### config.mk
export PLATFORM = sky130hd
export DESIGN_NAME = mod_n_cntr
export DESIGN_NICKNAME = d
export VERILOG_FILES = /design/src/rtl/mod_n_cntr_pkg.sv /design/src/rtl/mod_n_cntr.sv
export SDC_FILE = /design/constraint.sdc
export NUM_CORES = 1
export LEC_CHECK = 0
export CAP_MARGIN = 20
export CORE_AREA = 2 2 39 41
export DETAILED_ROUTE_END_ITERATION = 7
export DIE_AREA = 0 0 41 43
export GPL_TIMING_DRIVEN = 0
export PLACE_DENSITY_LB_ADDON = 0.08
export SYNTH_ARGS = -nofsm -noshare
export SYNTH_HDL_FRONTEND = slang
export SYNTH_SLANG_ARGS = --single-unit
### constraint.sdc
create_clock -name i_clk -period 2.42 [get_ports i_clk]
set_input_delay 0.242 -clock i_clk [delete_from_list [all_inputs] [get_ports i_clk]]
set_output_delay 0.242 -clock i_clk [all_outputs]
set_load 0.03 [all_outputs]
### src/rtl/mod_n_cntr_pkg.sv
// Shared constants and the wrapping next-value function for mod_n_cntr.
package mod_n_cntr_pkg;

    localparam logic DIR_UP   = 1'b1;
    localparam logic DIR_DOWN = 1'b0;

    localparam int DEF_WIDTH = 3;
    localparam int DEF_N     = 6;

    // Any out-of-range value recovers to 0, whatever the direction.
    function automatic logic [31:0] next_count(
        input logic [31:0] q,
        input logic        up,
        input logic [31:0] n
    );
        logic [31:0] result;
        if (q >= n) begin
            result = 32'd0;
        end else if (up == DIR_UP) begin
            result = (q == n - 32'd1) ? 32'd0 : q + 32'd1;
        end else begin
            result = (q == 32'd0) ? n - 32'd1 : q - 32'd1;
        end
        return result;
    endfunction

endpackage

### src/rtl/mod_n_cntr.sv
// Modulo-N up/down counter with enable and asynchronous active-high reset.
// Optional terminal-count output o_tc is enabled by defining MOD_N_CNTR_TC_EN.
module mod_n_cntr
    import mod_n_cntr_pkg::*;
#(
    parameter int WIDTH = DEF_WIDTH,
    parameter int N     = DEF_N
) (
    input  logic             i_clk,
    input  logic             i_rst,
    input  logic             i_en,
    input  logic             i_up_down,
`ifdef MOD_N_CNTR_TC_EN
    output logic             o_tc,
`endif
    output logic [WIDTH-1:0] o_Q
);

    if (N < 2 || N > (1 << WIDTH)) begin : g_param_check
        $error("mod_n_cntr: N=%0d must satisfy 2 <= N <= 2**WIDTH (WIDTH=%0d)", N, WIDTH);
    end

    logic [WIDTH-1:0] q_reg;
    logic [WIDTH-1:0] q_next;

    assign q_next = WIDTH'(next_count(32'(q_reg), i_up_down, 32'(N)));

    always_ff @(posedge i_clk or posedge i_rst) begin
        if (i_rst) begin
            q_reg <= '0;
        end else if (i_en) begin
            q_reg <= q_next;
        end
    end

    assign o_Q = q_reg;

`ifdef MOD_N_CNTR_TC_EN
    localparam logic [WIDTH-1:0] Q_MAX = WIDTH'(N - 1);

    // Gated by reset so a held reset (q=0, down) never reports a wrap.
    assign o_tc = ~i_rst & i_en &
                  ((i_up_down & (q_reg == Q_MAX)) |
                   (~i_up_down & (q_reg == '0)));
`endif

endmodule

==> results.md, run 1 <==
* Die W at between 40 and 50 um
* Total wire length at approximately 420 um
* Post-route insts no fill at 44
* Tightest Pin Transition at ~0.3 ns
* Fill count at about 160
* TNS Setup at 0 ns
* CTS hold repair buffers at 0
* Ports at 7
* CP Buf/Inv Count at 1
* Post-CTS Setup Bufs at 0
* Final Hold Viols at 0
* Total gr overflow at 0
* Number of flip-flops in the largest register at 3
* Vias in the first global route at between 150 and 200
* Initial antenna violation count at 0
* Sequential Area at 75.07 um2
* Clock Tree Root: clkbuf_4
* Register area share after synthesis at 0.4167
* Post-synth top area cell: dfrtp_1
* Minimum clock period at 1.658 ns
* Cell Chain, Critical Path: clkdlybuf4s50_1
* Nets@finish at 33
* DR DRC count at 0
* Critical path class: reg -> out
* CP max stage delay at between 0.7 and 0.8 ns
* CORE AREA at approximately 1400 um2
* Area grow syn2layout at 59.03%
* Vias/cell at ~4
* Die Y-Extent at 43 um
* Mapped Cells at 18
* Pwr dens at 1288 nW/um2
* Total die area at between 1500 and 2000 um2
* Worst setup EP type: output pin
* Clk slew on worst S/H paths at approximately 0.040 ns
* Routability Congestion at approximately 0.54
* Antenna cells at 0
* Largest fanout on the critical path at 8
* Max Root-Sink Buffers at 2
* Place WS at roughly 0.91 ns
* Setup-violating endpoint count in the final report at 0
* Worst Hold Class: in -> async
* Slew Viols, Final at 0
* Starting DRC count in detailed routing at 0
* Status: finished clean
* Synthesized area at between 150 and 200 um2
* Achievable Freq at between 0.6 and 0.7 GHz
* Hold WS at around 0.17 ns
* Share of cells above drive strength 1 at 0.1786
* Global-route wire length before repair at between 600 and 700 um
* Cell with the largest stage delay on the worst path: clkdlybuf4s50_1
* Worst setup SP type: register
* Vias at roughly 170
* First drt pass iteration count at 1
* H-tree depth at 1
* Yosys top cell area share at 0.4167
* RSZ-0062 raised after global routing: false
* WP data arrival at around 1.4 ns
* Clk Latency, worst-skew pair at roughly 0.23 ns
* CTS tree: yes
* WP data required at 2.18 ns
* Drt wl/cell at between 9 and 10 um
* YS warnings at 0
* Fin crit share at 0.6850
* VDD IR-drop max at around 0.32 mV
* IO buf count at 6
* Core Rows at 14
* Static leakage at 0.1176 nW
* Area of the multi-input gates at roughly 100 um2
* Tot Pwr at roughly 370 uW
* CTS sink cnt at 3
* Routed Antenna Nets at 0
* Placed insts at 40
* Initial core utilization at 0.1302
* Largest net degree at the start of global routing at 9
* FF+latch count, synth at 3
* Syn_nets at 22
* Area contributors post-synth: dfrtp_1 (42%), a211oi_2 (6.9%), a21o_2 (4.9%)
* Cts bufs inserted at 3
* PostCTS Resize Cnt at 0
* Largest delay share family, worst path: buffers and inverters
* Max-cap violation count at 0
* Mean Syn Cell Area at approximately 10 um2
* Final Skew at roughly 0.00093 ns
* Yosys cell types at 15
* Setup ws final at between 0.7 and 0.8 ns
* Slew HR at 0.7962
* Gr usage total at 0.06231
[metal layers]
layer / wire length (um) / share of wire / GRT usage
met1: 164 / 0.39 / 0.06452
met2: 192 / 0.46 / 0.08125
met3: 43 / 0.10 / 0.02094
met4: 16 / 0.038 / 0.08000
met5: 0 / 0 / 0
[power by group]
group	switching [mW]	internal, mW	total [mW]
registers	0.0436	0.0739	0.118
clock network	0.0264	0.0618	0.0882
logic	0.0804	0.0830	0.163
[cell usage in the layout (no fill, tap or decap), types with 2 or more instances in the layout]
| cell type | Yosys | final |
|---|---|---|
| clkbuf_4 | 0 | 3 |
| clkdlybuf4s50_1 | 0 | 6 |
| dfrtp_1 | 3 | 3 |
| inv_1 | 2 | 2 |
[worst paths after layout]
check                           slack, ns  cells after the start                  to          startpoint
worst max register to register       1.18                      3  o_Q[2]$_DFFE_PP0P_  o_Q[0]$_DFFE_PP0P_
min in group i_clk                   0.62                      1  o_Q[2]$_DFFE_PP0P_  o_Q[2]$_DFFE_PP0P_
max in group asynchronous            2.13                      2  o_Q[2]$_DFFE_PP0P_               i_rst
worst max-delay path                 0.76                      1              o_Q[0]  o_Q[0]$_DFFE_PP0P_
worst min-delay path                 0.17                      2  o_Q[0]$_DFFE_PP0P_               i_rst
worst min register to register       0.62                      1  o_Q[2]$_DFFE_PP0P_  o_Q[2]$_DFFE_PP0P_
[final cells by class]
class / count / share of cell area
inverters: 2 / 0.02620
flip-flops and latches: 3 / 0.2620
repair buffers: 6 / 0.2096
multi-input cells: 13 / 0.3406
well taps: 16 / 0.06987
clock buffers: 4 / 0.09170
[logic make-up (layout without fill, tap and decap cells)]
kind of cell,Yosys count,in the layout,synth area share
XOR/XNOR,1,1,0.04862
AO/OA/AOI/OAI,8,8,0.3403
AND/OR/NAND/NOR,4,4,0.1528
flip-flops,3,3,0.4167
buffers and inverters,2,12,0.04168
[Yosys cell counts, drive strengths merged]
cell type	count
inv	2
a211oi	2
or3b	1
o21a	1
dfrtp	3
or3	1
o21ai	1
a21o	2
o211ai	1
nand3b	1
xnor2	1
nand3	1
a21oi	1
[per-stage QoR]
stage | util | cell area (um2)
2_1_floorplan | - | 180.2
3_5_place_dp | 0.1881 | 260.3
6_report | 0.2071 | 286.5
4_1_cts | 0.2071 | 286.5
3_3_place_gp | 0.1881 | 260.3
5_1_grt | 0.2071 | 286.5
Note: power is estimated with default switching activity, not from simulation.
==> run 2, diff against run 1 <==
clock period = 1.4 ns   (was 2.42 ns; I/O delays follow)
==> run 2 against run 1 <==
Against the previous run: final area fell by 1.3%; combinational power is 56% higher; global-route usage increased by 0.10 points; worst setup slack worse by 0.63 ns; critical path depth unchanged; register-to-register slack worse by 1.0 ns; final cell count is the same; hold slack worse by 0.10 ns; flip-flop and latch count did not move; clock power is 72% higher; non-clock buffer count unchanged; routed wire length grew 0.24%; critical endpoint unchanged; largest power group unchanged.
==> results.md, run 2 (synthesis gave the netlist of run 1 again) <==
* Total gr overflow at 0 (unchanged)
* CP max stage delay at 0.46 ns (-0.26 ns)
* Slew Viols, Final at 0 (unchanged)
* Max Root-Sink Buffers at 2 (unchanged)
* H-tree depth at 1 (unchanged)
* Starting DRC count in detailed routing at 0 (unchanged)
* Switching power at 258.3 uW (+72%)
* Initial core utilization at 0.1302 (unchanged)
* Worst setup EP type: output pin
* Ports at 7 (unchanged)
* Largest delay share family, worst path: flip-flops
* Tot Pwr at 608.2 uW (+65%)
* Antenna cells at 0 (unchanged)
* Minimum clock period at ~1.3 ns
* Commonest cells after routing, fill and taps aside: clkbuf_4 (3), clkdlybuf4s50_1 (3), dfrtp_1 (3), dlygate4sd2_1 (3), inv_1 (2)
* Final Hold Viols at 0 (unchanged)
* Clk slew on worst S/H paths at 0.04 ns (about the same)
* Critical path class: reg -> out
* Status: finished clean
* Worst setup SP type: register
* Gr usage total at 0.06332 (+0.001005)
* Clk Latency, worst-skew pair at 0.23 ns (about the same)
* Fin crit share at 0.9056
* TNS Setup at 0 ns (unchanged)
* Total die area at 1763 um2 (unchanged)
* IO buf count at 6 (unchanged)
* Drt wl/cell at 9.477 um (+0.24%)
* Final Skew at 0.0009303 ns (unchanged)
* Net Sw Frac at 0.4248 (+0.01730)
* Cell Chain, Critical Path: dlygate4sd2_1
* Vias/cell at 3.955 (unchanged)
* WP data arrival at 1.13 ns (-0.29 ns)
* Routability Congestion at 0.5443 (unchanged)
* Clock Tree Root: clkbuf_4
* CORE AREA at 1384 um2 (unchanged)
* Routed Antenna Nets at 0 (unchanged)
* Area grow syn2layout at 56.94%
* Setup-violating endpoint count in the final report at 0 (unchanged)
* Global-route wire length before repair at 676 um (+2.1%)
* Achievable Freq at between 0.7 and 0.8 GHz
* Total wire length at 417 um (+0.24%)
* First drt pass iteration count at 1 (unchanged)
* Initial antenna violation count at 0 (unchanged)
* Seq pwr share at 0.331 (+0.013)
* Static leakage at 0.1248 nW (+6.1%)
* Tightest Pin Transition at 0.3004 ns (-0.004328 ns)
* Post-CTS Setup Bufs at 0 (unchanged)
* CP Buf/Inv Count at 1 (unchanged)
* Max-cap violation count at 0 (unchanged)
* Pwr dens at 2151 nW/um2 (+67%)
* Design area at 282.8 um2 (-1.3%)
* Fill count at 159 (+1.3%)
* Slew HR at 0.8006 (+0.004317)
* Crit. Startpoint: o_Q[0]$_DFFE_PP0P_
* Cell internal pwr at 349.9 uW (+60%)
* WP data required at 1.26 ns (-0.92 ns)
* Largest net degree at the start of global routing at 9 (unchanged)
* VDD IR-drop max at 0.5306 mV (+67%)
* Cell area after placement at 260.3 um2 (unchanged)
* Largest fanout on the critical path at 8 (unchanged)
* Comb pwr share at 0.418 (-0.025)
* Die W at 41 um (unchanged)
* Number of flip-flops in the largest register at 3 (unchanged)
* Share of cells above drive strength 1 at 0.1786 (unchanged)
* DR DRC count at 0 (unchanged)
* CTS tree: yes
* Cell with the largest stage delay on the worst path: dfrtp_1
* Clk network pwr share at 0.251 (+0.012)
* CTS sink cnt at 3 (unchanged)
* Core Rows at 14 (unchanged)
* Origin of the critical flop-to-flop path: o_Q[0]$_DFFE_PP0P_
* Cts bufs inserted at 3 (unchanged)
* RSZ-0062 raised after global routing: false
* Vias at 174 (unchanged)
* Vias in the first global route at 173 (+3.0%)
* Nets@finish at 33 (unchanged)
* Worst Hold Class: in -> async
* Die Y-Extent at 43 um (unchanged)
==> run 2: cell types whose count changed in the layout (fill, tap and decap cells not counted), sizes merged <==
| cell | change |
|---|---|
| clkdlybuf4s50 | -3 |
| dlygate4sd2 | +3 |
==> run 2: repair_timing <==
action / CTS / global route
setup endpoints to repair: 3 / 0
gates resized for setup: 3 / 0
hold buffers: 0 / 0
==> run 2: stage by stage <==
stage                     worst slack, ns  cells  hold WS [ns]    util
after global routing              0.05603     44       0.09860  0.2043
after CTS                          0.1241     44       0.06045  0.2043
after floorplan                    0.1041     18       -0.1064       -
after global placement           0.002911     40        0.3121  0.1881
after detailed placement        -0.009172     40        0.3135  0.1881
final                              0.1322     44       0.06727  0.2043
==> run 2: power groups by stage <==
| stage | registers [mW] | clock network [mW] | logic (mW) |
|---|---|---|---|
| after floorplan | 0.269 | 0 | 0.0994 |
| after global placement | 0.205 | 0 | 0.288 |
| after detailed placement | 0.206 | 0 | 0.287 |
| after CTS | 0.203 | 0.163 | 0.260 |
| after global routing | 0.213 | 0.169 | 0.274 |
| final | 0.202 | 0.152 | 0.254 |
==> run 2: area by class of cell <==
cell class / count / area [um2] / area share
flip-flops and latches: 3 / 75.07 / 0.2655
clock buffers: 4 / 26.28 / 0.09292
inverters: 2 / 7.507 / 0.02655
repair buffers: 6 / 56.30 / 0.1991
well taps: 16 / 20.02 / 0.07080
multi-input cells: 13 / 97.59 / 0.3451
==> run 2: final timing paths <==
| kind | endpoint | slack [ns] | cells after the start |
|---|---|---|---|
| max in group asynchronous | o_Q[2]$_DFFE_PP0P_ | 1.21 | 2 |
| worst min register to register | o_Q[2]$_DFFE_PP0P_ | 0.62 | 1 |
| worst max register to register | o_Q[2]$_DFFE_PP0P_ | 0.16 | 3 |
| worst max-delay path | o_Q[0] | 0.13 | 1 |
| worst min-delay path | o_Q[0]$_DFFE_PP0P_ | 0.07 | 2 |
| min in group i_clk | o_Q[2]$_DFFE_PP0P_ | 0.58 | 3 |
==> run 2: per-layer routing <==
| layer | vias to the layer above | global-route usage | wire length, um |
|---|---|---|---|
| met5 | - | 0 | 0 |
| met4 | 0 | 0.08000 | 16 |
| met3 | 2 | 0.02094 | 44 |
| met2 | 8 | 0.08438 | 192 |
| met1 | 77 | 0.06452 | 164 |
| li1 | 87 | - | - |
==> run 3, diff against run 2 <==
CAP_MARGIN = 30   (was 20)
==> results of run 3 <==
The final DEF is identical to that of run 2; final timing and power are the same.
==> edit, RTL diff (flow settings as in run 2) <==
Build with the macro `MOD_N_CNTR_TC_EN` defined.
--- a/src/rtl/mod_n_cntr.sv
+++ b/src/rtl/mod_n_cntr.sv
@@ -1,5 +1,7 @@
 // Modulo-N up/down counter with enable and asynchronous active-high reset.
 // Optional terminal-count output o_tc is enabled by defining MOD_N_CNTR_TC_EN.
+`define MOD_N_CNTR_TC_EN
+
 module mod_n_cntr
     import mod_n_cntr_pkg::*;
 #(
Formal check against the unedited RTL (old outputs only; new: o_tc): equivalent (Yosys induction, for registers that start in step).
==> edit against run 2 <==
The flow now finishes with violations (negative setup slack); sequential cell count unchanged; largest cell class unchanged; routed wire length increased by 31%; critical path depth increased by 2; sequential share of layout area decreased by 4.6 points; total power increased by 15%; global-route usage increased by 3.1 points; highest routed layer is now met3; area after synthesis increased by 40%; first-iteration DRC count increased by 2; combinational power increased by 34%; final cell count increased by 20%; die area unchanged; cell area increased by 27%; worst setup slack got worse by 470 ps.
==> edit: results <==
metrics = {
    "status": {
        "status": "finished, violations left",
        "violations": "negative setup slack",
    },
    "synth": {
        "yosys-top-cells-area": "dfrtp_1 30%, a2111oi_4 11%, nor3b_1 6.0%",
        "ys_seq_area_frac": 0.299,
        "postSynth.asyncResetShare": 1.00,
        "yosys.cell_types.count": 19,
        "synth_nets": 31,
        "yosysWarnings": 0,
        "synth_commonest_cells": "3 x dfrtp_1, 3 x inv_1, 3 x nand2_1",
    },
    "cells_and_area": {
        "largest_reg_flops": 3,
        "diodes": 0,
        "layout-drive-gt1-share": 0.324,
        "nets": 42,
        "fillCellCount": 159,
    },
    "detailed_routing": {
        "wl_met3_um": 37,
        "wl_met1_um": 246,
        "post_drt_wl_per_cell_um": 10.3,
        "drt-pass1-iter-count": 2,
        "vias_per_cell": 4.40,
        "drtIter0Drc": 2,
        "highest_layer": "met3",
        "route.met2.wl_um": 264,
    },
    "pwr": {
        "vdd_ir_drop_max_v": 0.000458,
        "p_int_uw": 395,
        "power_leakage_nw": 0.149,
    },
    "worst_hold_path": {
        "hold_class": "input pin to async pin",
    },
    "grt": {
        "grt_pass1_vias": 243,
        "grt_antenna_before_repair": 0,
        "grt_max_degree": 11,
        "grt_usage": 0.0944,
        "grt_pass1_wl_mm": 1.09,
    },
    "clock_tree": {
        "cts_post_setup_buffers_inserted": 0,
        "cts_max_path_buffers": 2,
        "htreeDepth": 1,
        "cts_made_buffers": 3,
        "clk-insertion-delay-late_ps": 230,
        "cts_root_buf": "clkbuf_4",
        "clkTransAtPathRegs_ps": 40,
    },
    "sta": {
        "layout_setup_ws_ps": -333,
        "slew_headroom": 0.790,
        "clock-skew-final_ps": 2.52,
        "final-setup-viol-count": 1,
        "setup_tns_ps": -333,
    },
    "placement": {
        "pre_cts_slack_ps": -592,
        "gp_congestion": 0.675,
        "numPortBuffers": 6,
    },
    "critical_path": {
        "path_max_fanout": 9,
        "crit_arrival_ps": 1590,
        "slowest_delay_ps": 450,
        "worst_path_max_delay_cell": "dfrtp_2",
    },
}
## edit: metal layers
metal  up-vias  track usage
li1        120            -
met1       106        0.129
met2         7        0.119
met3         0       0.0209
met4         0       0.0800
met5         -            0
## edit: worst max-delay path, delay by kind of cell, from the launching register on
kind | cells | cell delay, ps
compound gates | 1 | 290
simple gates | 1 | 410
flops | 1 | 450
buf+inv | 1 | 210
## edit: area by class of cell
class / instances / area [um^2] / share of cell area
buffer: 2 / 16.3 / 0.0453
inverter: 3 / 11.3 / 0.0314
multi-input combinational: 19 / 149 / 0.415
timing repair buffer: 6 / 57.6 / 0.160
tap: 16 / 20.0 / 0.0557
sequential: 3 / 78.8 / 0.220
clock buffer: 4 / 26.3 / 0.0732
## edit: power by group through the flow
stage	clock network [mW]	logic, mW	registers, mW
final	0.149	0.340	0.210
after global routing	0.173	0.378	0.226
after CTS	0.155	0.343	0.208
after detailed placement	0	0.361	0.211
after global placement	0	0.364	0.212
after floorplan	0	0.173	0.269
## edit: cell families (layout without fill, tap and decap cells)
kind of cell,count (synthesis),in the layout,share of synthesized area
buf+inv,5,15,0.109
flops,3,3,0.298
compound gates,8,8,0.298
simple gates,11,11,0.294
## edit: repair_timing
action | CTS | global route
gates resized for setup | 8 | 2
endpoints found under the hold margin | 0 | 0
setup endpoints to repair | 3 | 3
pin swaps | 0 | 0
## edit: final timing paths
kind                                    start  cells past startpoint                 end  slack [ps]
setup / recovery           o_Q[0]$_DFFE_PP0P_                      3                o_tc        -330
hold / removal                          i_rst                      2  o_Q[1]$_DFFE_PP0P_         170
setup reg to reg           o_Q[2]$_DFFE_PP0P_                      4  o_Q[2]$_DFFE_PP0P_         230
hold reg to reg            o_Q[0]$_DFFE_PP0P_                      1  o_Q[2]$_DFFE_PP0P_         620
max in group asynchronous               i_rst                      2  o_Q[2]$_DFFE_PP0P_        1090
min in group i_clk                  i_up_down                      3  o_Q[2]$_DFFE_PP0P_         370
## edit: through the flow
step	std cells	cell area, um^2
CTS	53	355
global placement	49	334
global route	53	359
floorplan	27	254
finish	53	359
detailed placement	49	334
